**config.mk**
```make
export PLATFORM = sky130hd
export DESIGN_NAME = rsv_station
export DESIGN_NICKNAME = d
export VERILOG_FILES = /design/src/rtl/rsv_station.sv
export SDC_FILE = /design/constraint.sdc
export NUM_CORES = 1
export LEC_CHECK = 0
export CORE_UTILIZATION = 35
export DETAILED_ROUTE_END_ITERATION = 6
export HOLD_SLACK_MARGIN = 0.03
export PLACE_DENSITY = 0.52
export SKIP_LAST_GASP = 1
export SLEW_MARGIN = 20
export SYNTH_ARGS = -nofsm -noshare
export SYNTH_HDL_FRONTEND = slang
export SYNTH_SLANG_ARGS = --single-unit
```
**constraint.sdc**
```tcl
create_clock -name clk -period 3.2 [get_ports clk]
set_input_delay 0.8 -clock clk [delete_from_list [all_inputs] [get_ports clk]]
set_output_delay 0.8 -clock clk [all_outputs]
set_load 0.005 [all_outputs]
```
**src/rtl/rsv_station.sv**
```systemverilog
// ---------------------------------------------------------------------------
// rsv_station
//
// Reservation-station bank for one functional-unit class of the Tomasulo
// core. Issue logic delivers an operation whose operands are either values
// (Q == 0) or producer tags. The bank allocates the lowest free entry,
// reports that entry's tag back to the rename table, snoops the common data
// bus for pending operands, and offers ready operations to the functional
// unit over a valid/ready handshake.
//
// Optional build macro:
//   RSV_STATION_AGE_ORDER_EN - dispatch picks the oldest ready entry instead
//                              of the lowest-index ready entry. Allocation is
//                              unchanged. Undefined: no age logic is built.
//
// Ports:
//   clk, rst_n        clock (rising edge), asynchronous active-low reset
//   flush             synchronous clear of every entry
//   issue_valid/ready issue handshake; ready while any entry is free
//   issue_op/vj/vk    incoming operation and operand values
//   issue_qj/qk       producer tags for the operands (0 = value valid)
//   issue_tag         tag of the entry the next issue will occupy
//   cdb_valid/tag/data common data bus broadcast
//   disp_valid/ready  dispatch handshake towards the functional unit
//   disp_op/a/b/tag   offered operation, operands and entry tag
//   busy_cnt          registered count of occupied entries
// ---------------------------------------------------------------------------
module rsv_station #(
  parameter int NUM_ENTRY = 4,
  parameter int TAG_W     = 4,
  parameter int DATA_W    = 32,
  parameter int OP_W      = 4,
  parameter int TAG_BASE  = 1
) (
  input  logic                             clk,
  input  logic                             rst_n,
  input  logic                             flush,
  input  logic                             issue_valid,
  output logic                             issue_ready,
  input  logic [OP_W-1:0]                  issue_op,
  input  logic [DATA_W-1:0]                issue_vj,
  input  logic [DATA_W-1:0]                issue_vk,
  input  logic [TAG_W-1:0]                 issue_qj,
  input  logic [TAG_W-1:0]                 issue_qk,
  output logic [TAG_W-1:0]                 issue_tag,
  input  logic                             cdb_valid,
  input  logic [TAG_W-1:0]                 cdb_tag,
  input  logic [DATA_W-1:0]                cdb_data,
  output logic                             disp_valid,
  input  logic                             disp_ready,
  output logic [OP_W-1:0]                  disp_op,
  output logic [DATA_W-1:0]                disp_a,
  output logic [DATA_W-1:0]                disp_b,
  output logic [TAG_W-1:0]                 disp_tag,
  output logic [$clog2(NUM_ENTRY+1)-1:0]   busy_cnt
);

  localparam int IDX_W = $clog2(NUM_ENTRY);
  localparam int CNT_W = $clog2(NUM_ENTRY+1);

  // Entry state
  logic [NUM_ENTRY-1:0] busy_q, busy_d;
  logic [OP_W-1:0]      op_q [NUM_ENTRY];
  logic [OP_W-1:0]      op_d [NUM_ENTRY];
  logic [DATA_W-1:0]    vj_q [NUM_ENTRY];
  logic [DATA_W-1:0]    vj_d [NUM_ENTRY];
  logic [DATA_W-1:0]    vk_q [NUM_ENTRY];
  logic [DATA_W-1:0]    vk_d [NUM_ENTRY];
  logic [TAG_W-1:0]     qj_q [NUM_ENTRY];
  logic [TAG_W-1:0]     qj_d [NUM_ENTRY];
  logic [TAG_W-1:0]     qk_q [NUM_ENTRY];
  logic [TAG_W-1:0]     qk_d [NUM_ENTRY];
  logic [CNT_W-1:0]     cnt_q, cnt_d;

  logic [NUM_ENTRY-1:0] ready;
  logic [IDX_W-1:0]     free_idx;
  logic [IDX_W-1:0]     disp_idx;
  logic                 issue_fire;
  logic                 disp_fire;
  logic                 cdb_hit;
  logic                 bypass_j;
  logic                 bypass_k;

  // Lowest-index free entry; scanning downwards leaves the lowest match.
  always_comb begin
    free_idx = '0;
    for (int i = NUM_ENTRY-1; i >= 0; i--) begin
      if (!busy_q[i]) free_idx = IDX_W'(i);
    end
  end

  assign issue_ready = ~&busy_q;
  assign issue_tag   = TAG_W'(TAG_BASE) + TAG_W'(free_idx);

  always_comb begin
    ready = '0;
    for (int i = 0; i < NUM_ENTRY; i++) begin
      ready[i] = busy_q[i] && (qj_q[i] == '0) && (qk_q[i] == '0);
    end
  end

`ifdef RSV_STATION_AGE_ORDER_EN
  // age_q counts how many busy entries were issued after this one, so the
  // oldest ready entry carries the largest value. Busy entries never share
  // an age, and the value is bounded by NUM_ENTRY-1.
  logic [IDX_W-1:0] age_q [NUM_ENTRY];
  logic [IDX_W-1:0] age_d [NUM_ENTRY];
  logic [IDX_W-1:0] disp_age;
  logic             sel_found;

  always_comb begin
    disp_idx  = '0;
    disp_age  = '0;
    sel_found = 1'b0;
    for (int i = 0; i < NUM_ENTRY; i++) begin
      if (ready[i] && (!sel_found || (age_q[i] > disp_age))) begin
        sel_found = 1'b1;
        disp_idx  = IDX_W'(i);
        disp_age  = age_q[i];
      end
    end
  end

  // A new entry starts at zero; every surviving older entry gains one per
  // issue and loses one when a younger entry leaves through dispatch.
  always_comb begin
    for (int i = 0; i < NUM_ENTRY; i++) begin
      age_d[i] = age_q[i];
      if (flush) begin
        age_d[i] = '0;
      end else if (issue_fire && (free_idx == IDX_W'(i))) begin
        age_d[i] = '0;
      end else if (busy_q[i] && !(disp_fire && (disp_idx == IDX_W'(i)))) begin
        if (issue_fire && !(disp_fire && (age_q[i] > disp_age))) begin
          age_d[i] = age_q[i] + IDX_W'(1);
        end else if (!issue_fire && disp_fire && (age_q[i] > disp_age)) begin
          age_d[i] = age_q[i] - IDX_W'(1);
        end
      end
    end
  end

  always_ff @(posedge clk or negedge rst_n) begin
    if (!rst_n) begin
      for (int i = 0; i < NUM_ENTRY; i++) age_q[i] <= '0;
    end else begin
      for (int i = 0; i < NUM_ENTRY; i++) age_q[i] <= age_d[i];
    end
  end
`else
  // Lowest-index ready entry wins.
  always_comb begin
    disp_idx = '0;
    for (int i = NUM_ENTRY-1; i >= 0; i--) begin
      if (ready[i]) disp_idx = IDX_W'(i);
    end
  end
`endif

  assign disp_valid = |ready;
  assign disp_op    = disp_valid ? op_q[disp_idx] : '0;
  assign disp_a     = disp_valid ? vj_q[disp_idx] : '0;
  assign disp_b     = disp_valid ? vk_q[disp_idx] : '0;
  assign disp_tag   = disp_valid ? (TAG_W'(TAG_BASE) + TAG_W'(disp_idx)) : '0;

  // Flush discards every transfer of its cycle, so it masks both fires.
  assign issue_fire = issue_valid && issue_ready && !flush;
  assign disp_fire  = disp_valid && disp_ready && !flush;
  assign cdb_hit    = cdb_valid && (cdb_tag != '0);
  assign bypass_j   = cdb_hit && (issue_qj == cdb_tag);
  assign bypass_k   = cdb_hit && (issue_qk == cdb_tag);

  // Entry next state: CDB capture for waiting operands, release on dispatch,
  // load on issue (with same-cycle CDB bypass), and flush overriding all.
  always_comb begin
    busy_d = busy_q;
    for (int i = 0; i < NUM_ENTRY; i++) begin
      op_d[i] = op_q[i];
      vj_d[i] = vj_q[i];
      vk_d[i] = vk_q[i];
      qj_d[i] = qj_q[i];
      qk_d[i] = qk_q[i];

      if (busy_q[i] && cdb_hit && (qj_q[i] == cdb_tag)) begin
        vj_d[i] = cdb_data;
        qj_d[i] = '0;
      end
      if (busy_q[i] && cdb_hit && (qk_q[i] == cdb_tag)) begin
        vk_d[i] = cdb_data;
        qk_d[i] = '0;
      end

      if (disp_fire && (disp_idx == IDX_W'(i))) begin
        busy_d[i] = 1'b0;
      end

      if (issue_fire && (free_idx == IDX_W'(i))) begin
        busy_d[i] = 1'b1;
        op_d[i]   = issue_op;
        vj_d[i]   = bypass_j ? cdb_data : issue_vj;
        qj_d[i]   = bypass_j ? '0 : issue_qj;
        vk_d[i]   = bypass_k ? cdb_data : issue_vk;
        qk_d[i]   = bypass_k ? '0 : issue_qk;
      end

      if (flush) begin
        busy_d[i] = 1'b0;
        qj_d[i]   = '0;
        qk_d[i]   = '0;
      end
    end
  end

  // Occupancy count tracks +issue -dispatch; both together cancel out.
  always_comb begin
    cnt_d = cnt_q;
    if (flush) begin
      cnt_d = '0;
    end else if (issue_fire && !disp_fire) begin
      cnt_d = cnt_q + CNT_W'(1);
    end else if (!issue_fire && disp_fire) begin
      cnt_d = cnt_q - CNT_W'(1);
    end
  end

  assign busy_cnt = cnt_q;

  always_ff @(posedge clk or negedge rst_n) begin
    if (!rst_n) begin
      busy_q <= '0;
      cnt_q  <= '0;
      for (int i = 0; i < NUM_ENTRY; i++) begin
        op_q[i] <= '0;
        vj_q[i] <= '0;
        vk_q[i] <= '0;
        qj_q[i] <= '0;
        qk_q[i] <= '0;
      end
    end else begin
      busy_q <= busy_d;
      cnt_q  <= cnt_d;
      for (int i = 0; i < NUM_ENTRY; i++) begin
        op_q[i] <= op_d[i];
        vj_q[i] <= vj_d[i];
        vk_q[i] <= vk_d[i];
        qj_q[i] <= qj_d[i];
        qk_q[i] <= qk_d[i];
      end
    end
  end

endmodule

```
==> impl_metrics.json, run 1 <==
{
  "dp_cells": 2211,
  "drtIter0Drc": 1306,
  "clock-root-buffer": "clkbuf_16",
  "fin_cells": 2388,
  "hold_viol_final": 0,
  "rrSetupSlack_ns": 0.44,
  "antenna_found_initial": 1,
  "cellLeakagePower_nw": 9.01,
  "outcome": "finished with violations",
  "synth_cells": 1477,
  "nFillCells": 4033,
  "clk_latency_ns": 0.57,
  "io_buffers": 196,
  "violations": "setup timing",
  "crit_end": "disp_a[15]",
  "clkTransAtPathRegs_ns": 0.06,
  "maxCapViolCount": 0,
  "grt_max_degree": 77,
  "min_period_ns": 3.53,
  "grt_usage_pct": 28.7,
  "synth_warnings": 0,
  "vias": 15100,
  "cp-end-kind": "output pin",
  "grt.overflow.total": 0,
  "nets": 1882,
  "slew_violations": 0,
  "core_area_um2": 45600,
  "wl_per_cell_um": 28.2,
  "register_area_um2": 7780,
  "worstPathMaxFanout": 6,
  "ctsHtreeMaxLevel": 2,
  "route.top_layer_used": "met5",
  "rr_worst_depth": 11,
  "drtPass1Iterations": 7,
  "ant_nets": 0,
  "ir_worst_vdd_mv": 0.373,
  "setup_viol": 68,
  "final_util_pct": 50.3,
  "relSlewSlack_pct": 52.3,
  "dieArea_um2": 47300,
  "p_total_w": 0.0147,
  "multi_input_area_um2": 8340,
  "grt_pass1_wl_mm": 101,
  "dpl_cell_area_um2": 20100,
  "worst_slew_pin_slew_ns": 0.715,
  "hpwl_mm": 39.0,
  "cts_buffers": 38,
  "r2r_start": "qj_q[15]",
  "yosysUniqueCellTypes": 45,
  "r2r_end": "busy_cnt[2]",
  "synth_seq_area_share_pct": 47.8,
  "gp_congestion": 0.829,
  "area_growth_syn_to_layout_pct": 40.9,
  "final_layout_size_suffix_gt1_share_pct": 27.7,
  "p_per_area_nw_per_um2": 643,
  "netlist_area_um2": 16300,
  "cp.arrival_ns": 2.73,
  "finalSetupTns_ns": -12.21,
  "vias_per_cell": 6.31,
  "crit_start": "qj_q[15]",
  "worst_ep_required_time_ns": 2.40,
  "fmax_mhz": 284,
  "wl_met2_mm": 31.4,
  "grt_pass1_vias": 15300,
  "layout_common_cells": "311 x dfrtp_1, 256 x o32a_1, 256 x o21a_1",
  "cts_tree": "built",
  "met3RoutedLength_mm": 4.45,
  "start_util_pct": 35.7,
  "syn_avg_cell_area_um2": 11.0,
  "async_reset_ff_share_pct": 100,
  "drc": 0,
  "crit_path_start_kind": "register",
  "rsz0062_at_grt": "yes",
  "wl_mm": 67.4,
  "rows": 78,
  "cts_sinks": 311,
  "critPathKind": "register to output pin",
  "die_x_um": 218,
  "ys_ff_latch": 311,
  "min_path_type": "primary input to async pin",
  "mostFrequentLayoutCell": "dfrtp_1",
  "synth_edf_count": 0,
  "met1_length_mm": 29.8,
  "final_area_um2": 22900,
  "diodes": 0,
  "die_h_um": 218,
  "ys.flop_type": "dfrtp_1",
  "setup_slack_ns": -0.326,
  "fin_skew_ns": 0.0271,
  "io_pins": 199,
  "clk_path_buf_depth": 3,
  "fin_crit_sh_pct": 110
}
==> kinds of logic after synthesis <==
group	count (synthesis)	share of synthesized area (%)
AO/OA/AOI/OAI	739	37.7
flip-flops	311	47.8
buffers and inverters	197	5.01
AND/OR/NAND/NOR	157	5.02
XOR/XNOR	41	2.29
multiplexers	26	1.72
adder cells (fa/ha/maj)	5	0.431
other	1	0.0231
==> Yosys cell counts (all sizes together), types with 10 or more instances <==
library cell,count,share of area (%)
xnor2,36,1.9
mux2i,10,0.62
o21ai,49,1.5
a22o,32,1.7
o32a,256,16
dfrtp,311,48
clkbuf,93,2.1
nand4,16,0.65
nor3,15,0.78
o21a,256,12
nand3,35,1.1
a221o,29,1.8
a21oi,30,0.92
buf,97,2.7
nor2,26,0.60
a22oi,78,3.6
nand2,45,1.0
mux2,16,1.1
==> sequential cells by signal (all words and copies together), names as in the netlist <==
| signal | count |
|---|---|
| qj_q | 16 |
| qk_q | 16 |
| busy_q | 4 |
| vk_q | 128 |
| vj_q | 128 |
| busy_cnt | 3 |
| op_q | 16 |
==> area by class of cell <==
class                           count  share of cell area [%]
Timing Repair Buffer              431                    21.0
Sequential cell                   311                    33.9
Inverter                            7                   0.115
Clock inverter                     12                   0.469
Clock buffer                       57                    4.81
Multi-Input combinational cell    970                    36.4
Tap cell                          600                    3.27
==> worst min-delay path by stage <==
stage,startpoint,to,slack [ns],cells after the start
finish,rst_n,vj_q[99],0.28,1
global route,rst_n,vj_q[99],0.32,1
CTS,rst_n,vj_q[99],0.28,1
detailed placement,op_q[15],op_q[15],0.49,1
global placement,op_q[5],op_q[5],0.49,1
floorplan,op_q[0],op_q[0],0.48,1
==> what timing repair did <==
action / CTS / global route
hold buffers: 0 / 0
cloned: 14 / 2
endpoints found under the setup margin: 72 / 70
gates resized for setup: 417 / 84
pin swaps: 30 / 33
setup buffers: 80 / 27
==> through the flow <==
step / hold WS, ns / setup slack [ns]
floorplan: 0.479 / 0.675
global placement: 0.487 / -0.160
detailed placement: 0.494 / -0.0673
CTS: 0.283 / -0.314
global route: 0.318 / -0.387
finish: 0.275 / -0.326
==> where the power goes <==
group | leakage (nW) | internal [W] | switching, W | total [W]
sequential | 3.84 | 0.00516 | 0.000773 | 0.00593
clock | 0.601 | 0.00247 | 0.00179 | 0.00426
combinational | 4.57 | 0.00272 | 0.00184 | 0.00455
total | 9.01 | 0.0104 | 0.00440 | 0.0147
==> critical path, cell delays in order (launching register included) <==
cell and delay (ns):
dfrtp_1 0.41, nor4_2 0.33, buf_4 0.17, and4_4 0.26, nor2_4 0.06, buf_12 0.16
buf_16 0.16, buf_8 0.13, a221o_1 0.35, buf_2 0.15
==> metal layers <==
metal | track usage, % | vias to the layer above
met5 | 0 | -
met4 | 10.2 | 2
met3 | 5.12 | 114
met2 | 44.6 | 637
met1 | 39.8 | 7827
li1 | - | 6482
Note: power is estimated with default switching activity, not from simulation.
==> run 2: changes to the inputs <==
Settings changed: CTS_CLUSTER_SIZE set to 12, GPL_TIMING_DRIVEN set to 0.
==> run 2 against run 1 <==
The run still ends with setup timing left. Sequential share of layout area grew 1.2 points. Setup slack gained 0.032 ns. Combinational power shrank 9.2%. Worst hold slack lost 0.092 ns. Global-route usage grew 2.3 points.
==> impl_metrics.json, run 2 (same netlist as run 1, synthesis figures left out) <==
{
  "nets": 1892,
  "clockPowerShare_pct": 31.9,
  "min_path_type": "primary input to async pin",
  "fin_skew_ns": 0.0145,
  "p_total_w": 0.0148,
  "postCtsHoldBufs": 0,
  "mostFrequentLayoutCell": "dfrtp_1",
  "clock-root-buffer": "clkbuf_16",
  "cts_sinks": 311,
  "critPathKind": "register to output pin",
  "drtIter0Drc": 1884,
  "area_growth_syn_to_layout_pct": 36.2,
  "grt_pass1_wl_mm": 107,
  "final_area_um2": 22100,
  "place_ws_ns": -0.981,
  "gp_congestion": 0.872,
  "rrSetupSlack_ns": 0.06,
  "vias_per_cell": 6.52,
  "die_x_um": 218,
  "dpl_cell_area_um2": 18700,
  "rows": 78,
  "seqPwrFrac_pct": 40.2,
  "p_switching_w": 0.00444,
  "io_pins": 199,
  "vias": 15600,
  "cts_tree": "built",
  "drc": 0,
  "violations": "setup timing",
  "hpwl_mm": 48.4,
  "cellLeakagePower_nw": 8.58,
  "grt_pass1_vias": 15400,
  "rsz0062_at_grt": "yes",
  "ctsHtreeMaxLevel": 2,
  "dieArea_um2": 47300,
  "min_period_ns": 3.49,
  "final_util_pct": 48.6,
  "cp.arrival_ns": 2.69,
  "clk_latency_ns": 0.56,
  "ir_worst_vdd_mv": 0.391,
  "fmax_mhz": 286,
  "fin_crit_sh_pct": 109,
  "antenna_found_initial": 0,
  "comb_power_share_pct": 27.8,
  "clkTransAtPathRegs_ns": 0.06,
  "swShare_pct": 30.0,
  "wl_mm": 74.8,
  "power.internal_w": 0.0104,
  "drtPass1Iterations": 6,
  "setup_viol": 77,
  "worstPathMaxFanout": 8,
  "io_buffers": 163,
  "r2r_end": "vj_q[84]",
  "core_area_um2": 45600,
  "r2r_start": "busy_q[2]",
  "cp-end-kind": "output pin",
  "p_per_area_nw_per_um2": 670,
  "hold_viol_final": 0,
  "start_util_pct": 35.7,
  "grt.overflow.total": 0,
  "maxCapViolCount": 0,
  "grt_usage_pct": 31.0,
  "wl_per_cell_um": 31.2,
  "clk_path_buf_depth": 3,
  "cts_buffers": 39,
  "crit_path_start_kind": "register",
  "grt_max_degree": 87,
  "ant_nets": 0,
  "setup_slack_ns": -0.294,
  "outcome": "finished with violations",
  "finalSetupTns_ns": -12.37,
  "slew_violations": 0,
  "rr_worst_depth": 10,
  "worst_slew_pin_slew_ns": 0.920,
  "top_regs": "vj_q (128), vk_q (128)",
  "layout_common_cells": "308 x dfrtp_1, 256 x o32a_1, 256 x o21a_1",
  "worst_ep_required_time_ns": 2.40,
  "die_h_um": 218,
  "final_layout_size_suffix_gt1_share_pct": 27.2,
  "relSlewSlack_pct": 38.7
}
[run 2: cell count changes in the layout (fill, tap and decap cells not counted), sizes merged, moves of 2 or more]
cell / change
clkbuf: +89
buf: -50
clkdlybuf4s50: -33
bufinv: +3
clkinv: -3
dlygate4sd2: +2
[run 2: worst max path at each step]
stage,to,startpoint
2_1_floorplan,disp_a[24],qj_q[11]
3_3_place_gp,vk_q[78],rst_n
3_5_place_dp,disp_a[31],qk_q[4]
4_1_cts,disp_b[11],qk_q[13]
5_1_grt,disp_op[0],qk_q[4]
6_report,disp_b[13],qk_q[4]
[run 2: what timing repair did]
action,4_1_cts,5_1_grt
endpoints found under the setup margin,152,234
buffers inserted,49,30
gates resized for setup,561,125
cloned,9,5
pin swaps,71,41
[run 2: layout make-up]
class                      count  area (um2)
fill                        4132       23400
tap                          600         751
sequential                   311        7790
antenna                        1        2.50
multi-input combinational    970        8470
buffer                       184        1230
clock inverter                13         168
timing repair buffer         256        2510
inverter                       7        26.3
clock buffer                  57        1200
[run 2: power groups by stage]
stage,Sequential [W],Combinational (W),Clock [W]
after floorplan,0.00572,0.00252,0
after global placement,0.00587,0.00368,0
after detailed placement,0.00589,0.00377,0
after CTS,0.00589,0.00399,0.00478
after global routing,0.00608,0.00445,0.00492
final,0.00597,0.00413,0.00473
[run 2: per-stage QoR]
step,instances,hold slack (ns)
2_1_floorplan,1478,0.479
3_3_place_gp,2241,0.486
3_5_place_dp,2244,0.493
4_1_cts,2371,0.205
5_1_grt,2398,0.242
6_report,2399,0.183
[run 2: critical path, stage by stage, from the launching register on]
cell and delay [ns]:
dfrtp_1 0.41, nor4_4 0.43, buf_4 0.20, nand3_4 0.07, buf_12 0.19, clkbuf_16 0.18, buf_6 0.12, nand3_2 0.05
a21oi_2 0.06, a221o_1 0.27, buf_2 0.15
[run 2: metal layers]
layer / vias up / share of wire (%) / global-route usage [%]
met5: - / 0 / 0
met4: 0 / 4.1 / 13.3
met3: 196 / 7.7 / 4.87
met2: 849 / 46 / 48.1
met1: 8084 / 42 / 42.6
li1: 6512 / - / -
